**config.mk**
```make
export PLATFORM = sky130hd
export DESIGN_NAME = ip_rx_cr_accum
export DESIGN_NICKNAME = d
export VERILOG_FILES = /design/src/rtl/ip_rx_cr_accum.sv
export SDC_FILE = /design/constraint.sdc
export NUM_CORES = 1
export LEC_CHECK = 0
export ABC_CLOCK_PERIOD_IN_PS = 9830
export BUFFER_PORTS_ARGS = -buffer_cell sky130_fd_sc_hd__clkbuf_2
export CORE_AREA = 2 2 95 97
export DETAILED_ROUTE_END_ITERATION = 16
export DIE_AREA = 0 0 97 99
export HOLD_SLACK_MARGIN = 0.03
export PLACE_DENSITY = 0.81
export SLEW_MARGIN = 20
export SYNTH_ARGS = -nofsm -noshare
export SYNTH_HDL_FRONTEND = slang
export SYNTH_SLANG_ARGS = --single-unit
```
**constraint.sdc**
```tcl
create_clock -name clk -period 9.83 [get_ports clk]
set_input_delay 0.4915 -clock clk [delete_from_list [all_inputs] [get_ports clk]]
set_output_delay 0.4915 -clock clk [all_outputs]
set_load 0.02 [all_outputs]
```
**src/rtl/ip_rx_cr_accum.sv**
```systemverilog
// RX credit return accumulator: collects released PH/PD/NPH/NPD credits and
// hands them back to the core one type per transfer, batched by threshold or timeout.
module ip_rx_cr_accum #(
    parameter int unsigned CNT_W      = 12,
    parameter int unsigned PH_THRESH  = 4,
    parameter int unsigned PD_THRESH  = 32,
    parameter int unsigned NPH_THRESH = 2,
    parameter int unsigned NPD_THRESH = 2,
    parameter int unsigned TIMEOUT    = 255
) (
    input  logic             clk,
    input  logic             rstn,
    input  logic             ph_cr_in,
    input  logic             pd_cr_in,
    input  logic [7:0]       pd_num_in,
    input  logic             nph_cr_in,
    input  logic             npd_cr_in,
    input  logic             flush,
    output logic             ret_vld,
    output logic [1:0]       ret_type,
    output logic [CNT_W-1:0] ret_num,
    input  logic             ret_rdy,
    output logic             pend_any,
    output logic             ovf_err
);

    localparam int unsigned NUM_T = 4;
    localparam int unsigned SUM_W = ((CNT_W > 8) ? CNT_W : 8) + 1;
    localparam logic [SUM_W-1:0] CNT_MAX = SUM_W'({CNT_W{1'b1}});
    localparam logic [7:0] TIMEOUT_V = 8'(TIMEOUT);

    typedef enum logic {S_IDLE, S_OFFER} state_t;

    function automatic int unsigned thresh_of(input logic [1:0] t);
        case (t)
            2'd0:    return PH_THRESH;
            2'd1:    return PD_THRESH;
            2'd2:    return NPH_THRESH;
            default: return NPD_THRESH;
        endcase
    endfunction

    state_t             state, state_d;
    logic [CNT_W-1:0]   cnt   [NUM_T];
    logic [CNT_W-1:0]   cnt_d [NUM_T];
    logic [SUM_W-1:0]   inc   [NUM_T];
    logic [SUM_W-1:0]   sum   [NUM_T];
    logic [NUM_T-1:0]   elig;
    logic [NUM_T-1:0]   nz;
    logic [7:0]         timer, timer_d;
    logic [1:0]         rr, rr_d, sel, idx;
    logic               any_elig, load, accept, ovf_d, pend_d;
    logic               ret_vld_d;
    logic [1:0]         ret_type_d;
    logic [CNT_W-1:0]   ret_num_d;

    // Per-type increments, PD amount zero-extended
    always_comb begin
        inc[0] = SUM_W'(ph_cr_in);
        inc[1] = pd_cr_in ? SUM_W'(pd_num_in) : '0;
        inc[2] = SUM_W'(nph_cr_in);
        inc[3] = SUM_W'(npd_cr_in);
    end

    // Eligibility from registered counters; nonzero guard keeps ret_num nonzero
    always_comb begin
        elig = '0;
        nz   = '0;
        for (int t = 0; t < NUM_T; t++) begin
            nz[t] = (cnt[t] != '0);
            if (nz[t] && ((32'(cnt[t]) >= thresh_of(2'(t))) || (timer == TIMEOUT_V) || flush))
                elig[t] = 1'b1;
        end
    end

    // First eligible type searching upward from the round-robin pointer
    always_comb begin
        sel      = rr;
        idx      = rr;
        any_elig = |elig;
        for (int i = NUM_T - 1; i >= 0; i--) begin
            idx = rr + 2'(i);
            if (elig[idx])
                sel = idx;
        end
    end

    // Next-state and offer control
    always_comb begin
        state_d    = state;
        ret_vld_d  = ret_vld;
        ret_type_d = ret_type;
        ret_num_d  = ret_num;
        rr_d       = rr;
        load       = 1'b0;
        accept     = 1'b0;
        case (state)
            S_IDLE: begin
                if (any_elig) begin
                    load       = 1'b1;
                    ret_vld_d  = 1'b1;
                    ret_type_d = sel;
                    ret_num_d  = cnt[sel];
                    state_d    = S_OFFER;
                end
            end
            S_OFFER: begin
                if (ret_rdy) begin
                    accept    = 1'b1;
                    ret_vld_d = 1'b0;
                    rr_d      = ret_type + 2'd1;
                    state_d   = S_IDLE;
                end
            end
            default: state_d = S_IDLE;
        endcase
    end

    // Saturating accumulation; a loaded type keeps only this cycle's arrival
    always_comb begin
        ovf_d  = ovf_err;
        pend_d = 1'b0;
        for (int t = 0; t < NUM_T; t++) begin
            sum[t] = ((load && (sel == 2'(t))) ? '0 : SUM_W'(cnt[t])) + inc[t];
            if (sum[t] > CNT_MAX) begin
                cnt_d[t] = '1;
                ovf_d    = 1'b1;
            end else begin
                cnt_d[t] = CNT_W'(sum[t]);
            end
            pend_d = pend_d | (cnt_d[t] != '0);
        end
    end

    // Idle timer, saturating at TIMEOUT
    always_comb begin
        timer_d = timer;
        if (accept || (nz == '0))
            timer_d = '0;
        else if (timer != TIMEOUT_V)
            timer_d = timer + 8'd1;
    end

    always_ff @(posedge clk or negedge rstn) begin
        if (!rstn)
            state <= S_IDLE;
        else
            state <= state_d;
    end

    always_ff @(posedge clk or negedge rstn) begin
        if (!rstn) begin
            for (int t = 0; t < NUM_T; t++)
                cnt[t] <= '0;
            timer    <= '0;
            rr       <= '0;
            ret_vld  <= 1'b0;
            ret_type <= '0;
            ret_num  <= '0;
            pend_any <= 1'b0;
            ovf_err  <= 1'b0;
        end else begin
            for (int t = 0; t < NUM_T; t++)
                cnt[t] <= cnt_d[t];
            timer    <= timer_d;
            rr       <= rr_d;
            ret_vld  <= ret_vld_d;
            ret_type <= ret_type_d;
            ret_num  <= ret_num_d;
            pend_any <= pend_d;
            ovf_err  <= ovf_d;
        end
    end

endmodule

```
Word-level counts from Yosys, hierarchy flattened
Cells that the tools add are included.

Add/sub/neg operators: 9. Order comparisons: 13. Eq/ne operators: 7. Mux-type cells: 43. Bitwise operators: 5. Reductions and logical operators: 33.

Operator list (number): 12-bit 2-to-1 mux (10); 12-bit nonzero test (8); 13-bit by 12-bit > comparator with 1-bit output, second input constant (4); 12-bit by 1-bit adder with 13-bit output (3); 12-bit binary-select mux with 2-bit select (1); 12-bit by 2-bit >= comparator with 1-bit output, second input constant (2); 8-bit 2-to-1 mux (3); 1-bit 2-to-1 mux (19); 12-bit by 8-bit adder with 13-bit output (1); 12-bit by 3-bit >= comparator with 1-bit output, second input constant (1); 12-bit by 6-bit >= comparator with 1-bit output, second input constant (1); 2-bit by 3-bit < comparator with 1-bit output, second input constant (4); 1-bit logical OR (9); 8-bit by 1-bit adder with 8-bit output, second input constant (1); 1-bit binary-select mux with 2-bit select (4); 8-bit equality test, second input constant (1); 1-bit logical AND (8); 2-bit 2-to-1 mux (4); 8-bit != test, second input constant (1); 2-bit AND reduction (3); 2-bit by 1-bit adder with 2-bit output, second input constant (2); 2-bit adder, second input constant (2); 2-bit equality test, second input constant (2); 4-bit logical NOT (1); 11 further kinds (15).

Flip-flop bits (word level): 76. Input port bits: 16. Output and inout bits: 17. Word-level logic and storage cells: 122.

Logic depth before layout (Yosys ltp)
Gate-level depths: netlist of the first run.

Word-level depth: 21. Mapped depth: 22. Mapped depth without buffers: 20.

Worst setup path before layout of the first run
OpenSTA, ideal clock, no wires.

Path type: register -> register. Start point: register cnt[33] (netlist bit). End point: register pend_any. Library setup time: 0.143 ns. Data arrival time: 4.688 ns. Required time: 9.687 ns. Path slack: 5.000 ns. Stages on the path, launching flop included: 22. Buffers on the path: 2. Clock period less this slack: 4.830 ns. Path through: dfrtp_1 -> or4_4 -> or4_4 -> a211oi_4 -> o211ai_2 -> a311oi_2 -> buf_4 -> nand3b_1 -> clkbuf_1 -> and2_1 -> ha_1 -> inv_1 -> fa_1 -> nand2b_1 -> a21oi_1 -> o31a_1 -> or2_2 -> nand3_1 -> nor3b_1 -> o221ai_2 -> a2111oi_2 -> nand4_1.

Word-level cells in the longest chain between the ends: 21. Elaborated cells between the ends (all ways): 52. Those cells by class: 4 x add/sub; 5 x order compare; 3 x eq/ne; 23 x mux; 3 x bitwise; 14 x reduce/logical.

RTL lines: start: declaration (line 44) `logic [CNT_W-1:0] cnt [NUM_T];`; start signal: indexed assignment (line 164) `cnt[t] <= cnt_d[t];`; 12-bit by 6-bit >= comparator with 1-bit output (line 71) `if (nz[t] && ((32'(cnt[t]) >= thresh_of(2'(t))) || (timer == TIMEOUT_V) || flush))`; 1-bit logical OR (2 in a row) (line 71); 1-bit logical AND (line 71); 1-bit 2-to-1 mux (line 71); 1-bit binary-select mux with 2-bit select (line 83) `if (elig[idx])`; 1-bit 2-to-1 mux (not written as such) (line 83); 2-bit 2-to-1 mux (4 in a row) (line 83); 2-bit by 1-bit equality test with 1-bit output / 2-bit logical NOT (equally long branches) (line 124) `sum[t] = ((load && (sel == 2'(t))) ? '0 : SUM_W'(cnt[t])) + inc[t];`; 1-bit logical AND (line 124); 12-bit 2-to-1 mux (line 124); 12-bit by 8-bit adder with 13-bit output / 12-bit by 1-bit adder with 13-bit output (equally long branches) (line 124); 13-bit by 12-bit > comparator with 1-bit output (line 125) `if (sum[t] > CNT_MAX) begin`; 12-bit 2-to-1 mux (line 125); 12-bit nonzero test (line 131) `pend_d = pend_d | (cnt_d[t] != '0);`; 1-bit OR (2 in a row) (line 131); 1-bit OR * (line 131); named net pend_d (line 52) `logic any_elig, load, accept, ovf_d, pend_d;`; end signal: assignment (line 170) `pend_any <= pend_d;`; end: declaration (line 23) `output logic pend_any,`.

Mark *: on every way through the listed nets, which the timed path passes. The rest lies on a longest branch. The select of a mux whose other input is x is not followed. A chain may end at the register's enable or synchronous reset.

Worst setup path after layout of the first run
Ends and elaborated chain as after synthesis.

==> results by group, run 1 <==
Run status
  – Run status: finished clean

Synthesis
  – Synth warn: 0
  – Number of synthesized register bits: 76
  – Netlist area before placement: 0.00509 mm2
  – FFs w/ async S/R, synth: 100%
  – Sequential fraction of the synthesis area: about 37%
  – Number of enable flip-flop cells after synthesis: 0
  – Yosys cell types: 66
  – Synthesized Nets: 600
  – Mapped Cells: ~570
  – Synth Flop Type: dfrtp_1
  – Synth Area per Inst: ~9 um2

Final layout
  – # diodes: 0
  – Final Non-Filler Cells: 691
  – Final Cell Area: around 0.0056 mm2
  – Nets: a little over 600
  – Ratio of cells with drive above 1 in the final layout: 16.6%
  – Layout Utilization: about two thirds
  – Synthesis-to-layout area growth: 9.49%

Timing
  – Slew HR: 36.4%
  – Hold Fails Final Rpt: 0
  – Fmax: ~180 MHz
  – Fin crit share: between 50 and 60%
  – Setup violations, final: 0
  – RSZ-0062 raised after global routing: false
  – Slew Viols, Final: 0
  – Setup TNS: 0 ns
  – Min Hold Slack: about 0.27 ns
  – Setup Skew: between 0.007 and 0.008 ns
  – Final worst path period need: roughly 5.7 ns
  – Slew at the pin closest to its max-slew limit: about 0.95 ns
  – Setup ws final: roughly 4.1 ns

Floorplanning
  – Die Span Y: approximately 100 um
  – Core ar.: between 0.008 and 0.009 mm2
  – Starting Density: between 50% and 60%
  – Die X: 97 um
  – Num rows: 34
  – Top Ports: 33
  – DIE AREA: 0.00960 mm2

Worst setup path
  – Reg-to-Reg Start: cnt[33]
  – Setup crit start: cnt[33]
  – Worst-path fanout max: 29
  – FF-to-FF path depth: 17
  – Crit Path Class: flop to flop
  – CP endpoint kind: flop
  – Reg-to-Reg End: pend_any
  – Worst R2R Setup Slack: roughly 4.1 ns
  – Setup crit start kind: flop
  – Critical path endpoint: pend_any
  – Crit path DAT: roughly 5.9 ns
  – Critical Path RT: 10.05 ns

Drt
  – DRC: 0
  – Vias post-DR: approximately 4400
  – DRT iter0 DRCs: 371
  – DR WL/cell: about 18 um
  – 1st-pass router iterations: 5
  – Vias per cell: between 6 and 7
  – Routed wire length: 12.4 mm
  – Final ANT Viol Nets: 0

Hold path
  – Min-Delay Path Class: input pin to async pin

Global route
  – Grt ovf: 0
  – Number of global-route vias before repair: 4202
  – Initial antenna violation count: 0
  – Largest net degree at the start of global routing: 77
  – Total Routing Usage GR: 26.5%
  – First-pass GRT wire length: between 20 and 25 mm

Placed design
  – Post-DP HPWL: approximately 9 mm
  – Placer Congestion: approximately 0.96
  – Minimum setup slack after placement: 4.24 ns
  – Port bufs: 32
  – Inst Count DP: 675
  – Placed Area: 0.00529 mm2

Power
  – Worst vdd ir: between 0.2 and 0.25 mV
  – Int Pwr: about 1.0 mW
  – Register share of total power: around 30%
  – Clk pwr share: between 10% and 20%
  – PD cells: 320 mW/mm2
  – Power share of the combinational group: 51.6%
  – Leakage power: between 2 and 2.5 nW
  – Final Power: about 1.8 mW
  – Sw frac: between 40 and 50%
  – Sw power: a little under 0.8 mW

Clock network
  – TritonCTS clock tree: yes
  – Root Driver: clkbuf_8
  – Clock Latency Late Sink: roughly 0.36 ns
  – Deepest clock path buffer count: 2
  – Number of setup buffers added after CTS: 0
  – Hold_buf cts: 0
  – CTS H-tree depth: 3
  – CTS resizes: 0
  – Worst-path clk slew: ~0.08 ns
  – TritonCTS Buffers: 9
  – Clk sink count: 76

Run
  – Max Cap Viol: 0
==> kinds of logic after synthesis <==
group	synth area share [%]
simple gates	23.9
xor+xnor	5.68
buf+inv	3.98
fa+ha+maj	4.08
compound gates	16.6
flops	37.4
mux	8.43
==> power groups by stage <==
stage	Clock, mW	Sequential [mW]	Combinational, mW
4_1_cts	0.341	0.521	0.907
3_3_place_gp	0	0.519	0.872
3_5_place_dp	0	0.525	0.895
5_1_grt	0.353	0.538	0.995
6_report	0.337	0.525	0.918
2_1_floorplan	0	0.507	0.668
==> sequential cells by signal, indices dropped and copies added (netlist names), 2 cells and up <==
register,cells
rr,2
cnt,48
ret_num,12
ret_type,2
timer,8
==> critical path, stage by stage, from the launching register on <==
cell and delay (ns):
dfrtp_1 0.45, or4_4 0.52, or4_4 0.46, a211oi_4 0.28
o211ai_2 0.15, a311oi_4 0.28, buf_4 0.33, nand3b_1 0.46
and2_1 0.21, ha_1 0.19, inv_1 0.07, fa_1 0.52
nor4b_1 0.41, o2111ai_1 0.22, nor3b_1 0.42, o221ai_2 0.17
a2111oi_2 0.30, nand4_1 0.11
==> placed cells by master, fill, tap and decap left out, types with 3 or more instances in the layout <==
cell type / count
dfrtp_1: 76
a21oi_1: 51
nor2_1: 50
nand2_1: 34
clkbuf_2: 31
nand3_1: 29
mux2_2: 23
xor2_1: 22
and2_1: 19
mux2i_1: 17
ha_1: 15
nor3_1: 14
o21ai_0: 14
inv_1: 13
and3_1: 12
nor2b_1: 11
xnor2_1: 11
nor4_1: 10
nand4_1: 9
clkbuf_8: 9
a31oi_1: 8
a211oi_1: 8
o21bai_1: 7
or2_2: 7
nand2b_1: 6
nand3b_1: 5
o21a_1: 5
and4_1: 5
bufinv_16: 5
buf_4: 5
or4_1: 3
o31a_1: 3
nor3b_1: 3
o31ai_1: 3
==> layer usage <==
layer  track usage (%)  routed length (um)  share of wire (%)
met5                 0                   0                  0
met4              9.53                 295                2.4
met3              5.39                 924                7.5
met2              42.0                5740                 46
met1              36.4                5410                 44
==> final cells by class <==
class,instances,area [um2]
timing repair buffer,36,193
fill,691,2980
multi-input combinational,442,3010
clock inverter,7,163
tap,108,135
inverter,13,48.8
clock buffer,9,124
sequential,76,1900
==> cell usage after synthesis, types with 5 or more instances <==
| library cell | instances | area share, % |
|---|---|---|
| xnor2_1 | 11 | 1.9 |
| xor2_1 | 22 | 3.8 |
| dfrtp_1 | 76 | 37 |
| clkbuf_1 | 31 | 2.3 |
| a31oi_1 | 8 | 0.98 |
| nand2b_1 | 6 | 0.74 |
| nand2_1 | 34 | 2.5 |
| or2_2 | 7 | 0.86 |
| nor2_1 | 50 | 3.7 |
| nand4_1 | 9 | 1.1 |
| nand3_1 | 29 | 2.9 |
| nand3b_1 | 5 | 0.74 |
| a211oi_1 | 8 | 1.2 |
| and2_1 | 19 | 2.3 |
| nor2b_1 | 11 | 1.4 |
| a21oi_1 | 52 | 5.1 |
| o21bai_1 | 7 | 1.0 |
| and4_1 | 5 | 0.86 |
| inv_1 | 13 | 0.96 |
| o21a_1 | 5 | 0.74 |
| ha_1 | 15 | 3.7 |
| mux2i_1 | 17 | 3.3 |
| and3_1 | 12 | 1.5 |
| nor4_1 | 10 | 1.2 |
| o21ai_0 | 14 | 1.4 |
| nor3_1 | 14 | 1.4 |
| mux2_2 | 23 | 5.1 |
==> how the worst min path moves through the flow <==
stage | endpoint
after floorplan | cnt[0]
after global placement | ret_vld
after detailed placement | ret_vld
after CTS | timer[3]
after global routing | timer[7]
final | timer[7]
Note: power is estimated with default switching activity, not from simulation.
==> inputs of run 2 (changes only) <==
- ABC_CLOCK_PERIOD_IN_PS: 9830 -> 5560
- clock period: 9.83 -> 5.56 ns (I/O delays scaled with it)
==> results by group, run 2 (synthesis results as in run 1) <==
Run status
  – Run status: finished clean (unchanged)

Clock network
  – Clk sink count: 76 (unchanged)
  – Deepest clock path buffer count: 2 (unchanged)
  – Worst-path clk slew: 0.08 ns (about the same)
  – Number of setup buffers added after CTS: 0 (unchanged)
  – Hold_buf cts: 0 (unchanged)
  – TritonCTS clock tree: yes (unchanged)
  – CTS resizes: 0 (unchanged)
  – TritonCTS Buffers: 9 (unchanged)
  – Root Driver: clkbuf_8 (unchanged)
  – Clock Latency Late Sink: 0.35 ns (was 0.36 ns)
  – CTS H-tree depth: 3 (unchanged)

Floorplanning
  – Die X: 97 um (unchanged)
  – Starting Density: 59.5% (unchanged)
  – Core ar.: 0.00855 mm2 (unchanged)
  – Top Ports: 33 (unchanged)
  – Die Span Y: 99 um (unchanged)
  – Num rows: 34 (unchanged)
  – DIE AREA: 0.00960 mm2 (unchanged)

Final layout
  – Most frequent cells in the layout: dfrtp_1, a21oi_1, nor2_1 (unchanged)
  – Ratio of cells with drive above 1 in the final layout: 17.6% (was 16.6%)
  – Fillers: 675 (was 691)
  – Synthesis-to-layout area growth: 8.78% (was 9.49%)
  – Most common cell after layout, fill and taps aside: dfrtp_1 (unchanged)
  – # diodes: 0 (unchanged)
  – Nets: 618 (was 610)
  – Layout Utilization: 64.7% (was 65.2%)
  – Largest register FFs: 48 (unchanged)
  – Final Cell Area: 0.00554 mm2 (was 0.00557 mm2)
  – Top reg by flops: cnt (unchanged)
  – Biggest regs: cnt x48, ret_num x12, timer x8 (unchanged)

Placed design
  – Placed Area: 0.00535 mm2 (was 0.00529 mm2)
  – Port bufs: 32 (unchanged)
  – Minimum setup slack after placement: 0.436 ns (was 4.24 ns)
  – Placer Congestion: 0.940 (was 0.962)
  – Post-DP HPWL: 9.18 mm (was 8.91 mm)

Timing
  – Min Hold Slack: 0.0536 ns (was 0.273 ns)
  – Setup Skew: 0.00892 ns (was 0.00751 ns)
  – Slew Viols, Final: 0 (unchanged)
  – Fmax: 193 MHz (was 176 MHz)
  – Hold Fails Final Rpt: 0 (unchanged)
  – Setup ws final: 0.379 ns (was 4.13 ns)
  – Slew HR: 32.5% (was 36.4%)
  – Fin crit share: 93.2% (was 58.0%)
  – Setup violations, final: 0 (unchanged)
  – Final worst path period need: 5.18 ns (was 5.70 ns)
  – Slew at the pin closest to its max-slew limit: 1.00 ns (was 0.946 ns)
  – RSZ-0062 raised after global routing: false (unchanged)
  – Setup TNS: 0 ns (unchanged)

Hold path
  – Min-Delay Path Class: input pin to async pin (unchanged)

Drt
  – DRT iter0 DRCs: 436 (was 371)
  – DR WL/cell: 17.7 um (was 17.9 um)
  – Vias per cell: 6.38 (was 6.40)
  – Final ANT Viol Nets: 0 (unchanged)
  – DRC: 0 (unchanged)
  – Vias post-DR: 4451 (was 4421)
  – Routed wire length: 12.4 mm (about the same)
  – 1st-pass router iterations: 5 (unchanged)

Worst setup path
  – Worst-path fanout max: 26 (was 29)
  – Crit Path Class: flop to flop (unchanged)
  – CP endpoint kind: flop (unchanged)
  – Critical Path RT: 5.77 ns (was 10.05 ns)
  – Crit path DAT: 5.39 ns (was 5.92 ns)
  – Setup crit start kind: flop (unchanged)

Global route
  – Largest net degree at the start of global routing: 77 (unchanged)
  – First-pass GRT wire length: 20.6 mm (was 20.5 mm)
  – Total Routing Usage GR: 26.8% (was 26.5%)
  – Grt ovf: 0 (unchanged)
  – Initial antenna violation count: 0 (unchanged)
  – Number of global-route vias before repair: 4223 (was 4202)

Run
  – Max Cap Viol: 0 (unchanged)

Power
  – Leakage power: 2.42 nW (was 2.43 nW)
  – Worst vdd ir: 0.319 mV (was 0.203 mV)
  – PD cells: 540 mW/mm2 (was 320 mW/mm2)
-- run 2: cell types whose count changed in the layout (fill, tap and decap cells not counted), sizes merged --
cell,previous run,this run
buf,5,13
bufinv,5,1
clkbuf,40,41
clkinv,1,3
-- run 2: metal layers --
layer  vias up  part of all wire [%]  track usage, %
li1       2092                     -               -
met2       172                    46            42.8
met3        27                   6.6            3.76
met4         0                   2.3            10.7
met1      2160                    45            37.1
met5         -                     0               0
-- run 2: cell type report --
cell class / instances / area (um2) / share of cell area [%]
clock buffers: 10 / 138 / 2.49
clock inverters: 5 / 52.6 / 0.949
inverters: 13 / 48.8 / 0.881
multi-input cells: 442 / 3010 / 54.3
flip-flops and latches: 76 / 1900 / 34.4
well taps: 108 / 135 / 2.44
repair buffers: 44 / 253 / 4.56
-- run 2: worst max-delay path, stage by stage (launching register included) --
cell and delay [ns]:
dfrtp_1 0.44, or4_4 0.51, or4_4 0.46, a211oi_4 0.29, o211ai_2 0.15, a311oi_4 0.38
buf_4 0.33, and3b_1 0.23, buf_4 0.22, nor2b_1 0.07, ha_1 0.26, and3_1 0.28
xor2_1 0.18, nor3b_1 0.23, a21oi_1 0.07, nor4_1 0.31, o221ai_2 0.16, a2111oi_2 0.32
nand4_1 0.15
-- run 2: path summary, 6_finish.rpt --
kind / slack, ns / end / depth (start not counted) / startpoint
worst max register to register: 0.38 / pend_any / 18 / cnt[33]
worst min-delay path: 0.05 / timer[0] / 1 / rstn
min in group clk: 0.30 / cnt[12] / 3 / nph_cr_in
worst min register to register: 0.50 / ret_vld / 1 / ret_vld
worst max-delay path: 0.38 / pend_any / 18 / cnt[33]
max in group asynchronous: 4.87 / cnt[25] / 1 / rstn
-- run 2: through the flow --
step           cells  total power, mW
2_1_floorplan    568             2.08
3_5_place_dp     683             2.53
4_1_cts          698             2.96
3_3_place_gp     683             2.49
6_report         698             2.99
5_1_grt          698             3.17
-- run 2: where the power goes --
group | internal [mW] | switching (mW)
clock | 0.215 | 0.205
sequential | 0.720 | 0.208
combinational | 0.699 | 0.941
==> inputs of run 3 (changes only) <==
- ABC_AREA: default -> 1
- CORE_AREA: 2 2 95 97 -> 2 2 98 100
- DIE_AREA: 0 0 97 99 -> 0 0 100 102
- PLACE_DENSITY: 0.81 -> 0.82
==> results by group, run 3 <==
Run status
  – Run status: finished clean (unchanged)

Clock network
  – Deepest clock path buffer count: 2 (unchanged)
  – TritonCTS clock tree: yes (unchanged)
  – TritonCTS Buffers: 9 (unchanged)
  – CTS H-tree depth: 3 (unchanged)
  – Clock Latency Late Sink: 0.37 ns (was 0.35 ns)
  – Worst-path clk slew: 0.09 ns (was 0.08 ns)
  – Root Driver: clkbuf_8 (unchanged)
  – Number of setup buffers added after CTS: 0 (unchanged)
  – Clk sink count: 76 (unchanged)

Worst setup path
  – Setup crit start kind: flop (unchanged)
  – Reg-to-Reg End: pend_any (unchanged)
  – Worst R2R Setup Slack: 0.44 ns (was 0.38 ns)
  – Slowest Stage Delay on Critical Path: 0.44 ns (was 0.51 ns)
  – CP endpoint kind: flop (unchanged)
  – Critical Path Stages: 29 (was 18)
  – Most frequent CP cell: nor2_1
  – Critical Path RT: 5.86 ns (was 5.77 ns)
  – Setup crit start: cnt[43] (was cnt[33])
  – Worst Path Buf+Inv: 4 (was 2)
  – CP top delay family: simple AND/OR/NAND/NOR gates (unchanged)
  – FF-to-FF path depth: 29 (was 18)
  – Worst-path fanout max: 27 (was 26)
  – Crit Path Class: flop to flop (unchanged)
  – Crit path DAT: 5.41 ns (was 5.39 ns)
  – CP max-delay cell: dfrtp_1 (was or4_4)
  – Critical path endpoint: pend_any (unchanged)
  – Reg-to-Reg Start: cnt[43] (was cnt[33])

Hold path
  – Min-Delay Path Class: input pin to async pin (unchanged)

Synthesis
  – FFs w/ async S/R, synth: 100% (unchanged)
  – Number of enable flip-flop cells after synthesis: 0 (unchanged)
  – Most common cell in the netlist: nand2_1 (was dfrtp_1)
  – Adder-cell share of the synthesized area: 3.81% (was 4.08%)
  – Synth Area per Inst: 7.18 um2 (was 8.96 um2)
  – Synth cell count leaders: nand2_1, inv_1, nor2_1, dfrtp_1, nand3_1 (was dfrtp_1, a21oi_1, nor2_1, nand2_1, clkbuf_1)
  – Synth warn: 0 (unchanged)
  – Synthesized Nets: 792 (was 600)
  – Synth area leaders: dfrtp_1, nand2_1, inv_1 (was dfrtp_1, a21oi_1, mux2_2)
  – Mapped Cells: 760 (was 568)
  – Yosys cell types: 47 (was 66)
  – Post-Synth Simple-Gate Area: 37.6% (was 23.9%)
  – Sequential fraction of the synthesis area: 34.9% (was 37.4%)
  – Synth area leader: dfrtp_1 (unchanged)
  – Mux cell area share after synthesis: 0% (was 8.43%)
  – Synth Flop Type: dfrtp_1 (unchanged)
  – Number of synthesized register bits: 76 (unchanged)
  – Compound-Gate Fraction of Synth Area: 10.5% (was 16.6%)
  – Largest family of logic cells by synthesized area: simple AND/OR/NAND/NOR gates (unchanged)
  – Netlist area before placement: 0.00546 mm2 (was 0.00509 mm2)
  – Xor and xnor fraction of the mapped netlist area: 3.35% (was 5.68%)
  – Share of the synthesized area in the top cell type: 34.9% (was 37.4%)

Timing
  – RSZ-0062 raised after global routing: false (unchanged)
  – Min Hold Slack: 0.0615 ns (was 0.0536 ns)
  – Fin crit share: 92.0% (was 93.2%)
  – Hold Fails Final Rpt: 0 (unchanged)
  – Slew at the pin closest to its max-slew limit: 0.951 ns (was 1.00 ns)
  – Fmax: 196 MHz (was 193 MHz)
  – Setup violations, final: 0 (unchanged)
  – Setup TNS: 0 ns (unchanged)
  – Setup Skew: 0.0192 ns (was 0.00892 ns)
  – Slew Viols, Final: 0 (unchanged)
  – Final worst path period need: 5.12 ns (was 5.18 ns)
  – Slew HR: 36.6% (was 32.5%)

Placed design
  – Post-DP HPWL: 11.1 mm (was 9.18 mm)
  – Port bufs: 32 (unchanged)
  – Placer Congestion: 1.09 (was 0.940)
  – Inst Count DP: 886 (was 683)

Drt
  – Final ANT Viol Nets: 0 (unchanged)
  – Vias per cell: 5.70 (was 6.38)
  – DRT iter0 DRCs: 413 (was 436)
  – DRC: 0 (unchanged)
  – DR WL/cell: 15.9 um (was 17.7 um)
  – Routed wire length: 14.4 mm (was 12.4 mm)
  – 1st-pass router iterations: 5 (unchanged)
  – Vias post-DR: 5142 (was 4451)

Power
  – Leakage power: 3.14 nW (was 2.42 nW)
  – PD cells: 669 mW/mm2 (was 540 mW/mm2)
  – Final Power: 3.91 mW (was 2.99 mW)
  – Worst vdd ir: 0.342 mV (was 0.319 mV)

Final layout
  – Ratio of cells with drive above 1 in the final layout: 15.5% (was 17.6%)
  – Biggest regs: cnt x48, ret_num x12, timer x8 (unchanged)
  – Most frequent cells in the layout: nand2_1, inv_1, nor2_1 (was dfrtp_1, a21oi_1, nor2_1)
  – FF/Latch Area: 0.00190 mm2 (unchanged)
  – Layout Utilization: 64.2% (was 64.7%)
  – Most common cell after layout, fill and taps aside: nand2_1 (was dfrtp_1)
  – # diodes: 0 (unchanged)
  – Nets: 818 (was 618)
  – Largest register FFs: 48 (unchanged)
  – Top reg by flops: cnt (unchanged)
  – Synthesis-to-layout area growth: 7.16% (was 8.78%)
  – Fillers: 801 (was 675)
  – Final Non-Filler Cells: 902 (was 698)
  – Multi-input gate area: 0.00303 mm2 (was 0.00301 mm2)

Floorplanning
  – Die X: 100 um (was 97 um)
  – Starting Density: 59.9% (was 59.5%)
  – Core ar.: 0.00911 mm2 (was 0.00855 mm2)
  – DIE AREA: 0.0102 mm2 (was 0.00960 mm2)
  – Top Ports: 33 (unchanged)
  – Die Span Y: 102 um (was 99 um)
  – Num rows: 35 (was 34)

Global route
  – Largest net degree at the start of global routing: 77 (unchanged)
  – Number of global-route vias before repair: 4804 (was 4223)
  – Initial antenna violation count: 0 (unchanged)
  – First-pass GRT wire length: 23.6 mm (was 20.6 mm)
  – Grt ovf: 0 (unchanged)
  – Total Routing Usage GR: 29.6% (was 26.8%)

Run
  – Max Cap Viol: 0 (unchanged)
[run 3: timing repair]
item / 4_1_cts / 5_1_grt
endpoints found under the setup margin: 0 / 1
hold buffers: 0 / 0
gates resized for setup: 0 / 3
[run 3: logic make-up (layout without fill, tap and decap cells)]
family | Yosys count | in the layout
and+or+nand+nor | 411 | 411
buffers and inverters | 132 | 163
AOI/OAI and AO/OA | 105 | 105
DFF | 76 | 76
xor gates and xnor gates | 20 | 20
adders and majority gates | 16 | 16
[run 3: area by class of cell]
| type | instances | area share [%] |
|---|---|---|
| Tap cell | 111 | 2.38 |
| Clock inverter | 7 | 0.878 |
| Inverter | 114 | 7.38 |
| Multi-Input combinational cell | 552 | 51.8 |
| Timing Repair Buffer | 33 | 2.91 |
| Sequential cell | 76 | 32.5 |
| Clock buffer | 9 | 2.12 |
[run 3: how the worst min path moves through the flow]
stage / end / depth (start not counted)
global placement: ovf_err / 1
CTS: cnt[28] / 1
floorplan: cnt[0] / 0
global route: state / 2
finish: cnt[28] / 1
detailed placement: ovf_err / 1
[run 3: power by group]
part / total, mW / internal (mW) / switching (mW) / leakage [nW]
combinational: 2.53 / 0.770 / 1.76 / 2.10
sequential: 0.996 / 0.782 / 0.214 / 0.961
clock: 0.391 / 0.163 / 0.228 / 0.0856
total: 3.91 / 1.72 / 2.20 / 3.14
[run 3: per-stage QoR]
stage,instance area [um2],setup WS (ns)
2_1_floorplan,5460,1.53
5_1_grt,5850,0.0233
3_3_place_gp,5660,0.739
6_report,5850,0.445
4_1_cts,5830,0.347
3_5_place_dp,5660,0.373
[run 3: per-layer routing]
layer	vias to the layer above	part of all wire [%]	track usage, %
li1	2506	-	-
met4	0	2.4	8.54
met2	252	45	48.1
met3	35	9.7	5.75
met5	-	0	0
met1	2349	43	40.7
[run 3: worst reg2reg max path: cells and delay by family (launching register included)]
family | cells | cell delay [ns]
AO/OA/AOI/OAI | 3 | 0.65
adder cells (fa/ha/maj) | 2 | 0.59
flip-flops | 1 | 0.44
AND/OR/NAND/NOR | 20 | 2.70
buffers and inverters | 4 | 0.64
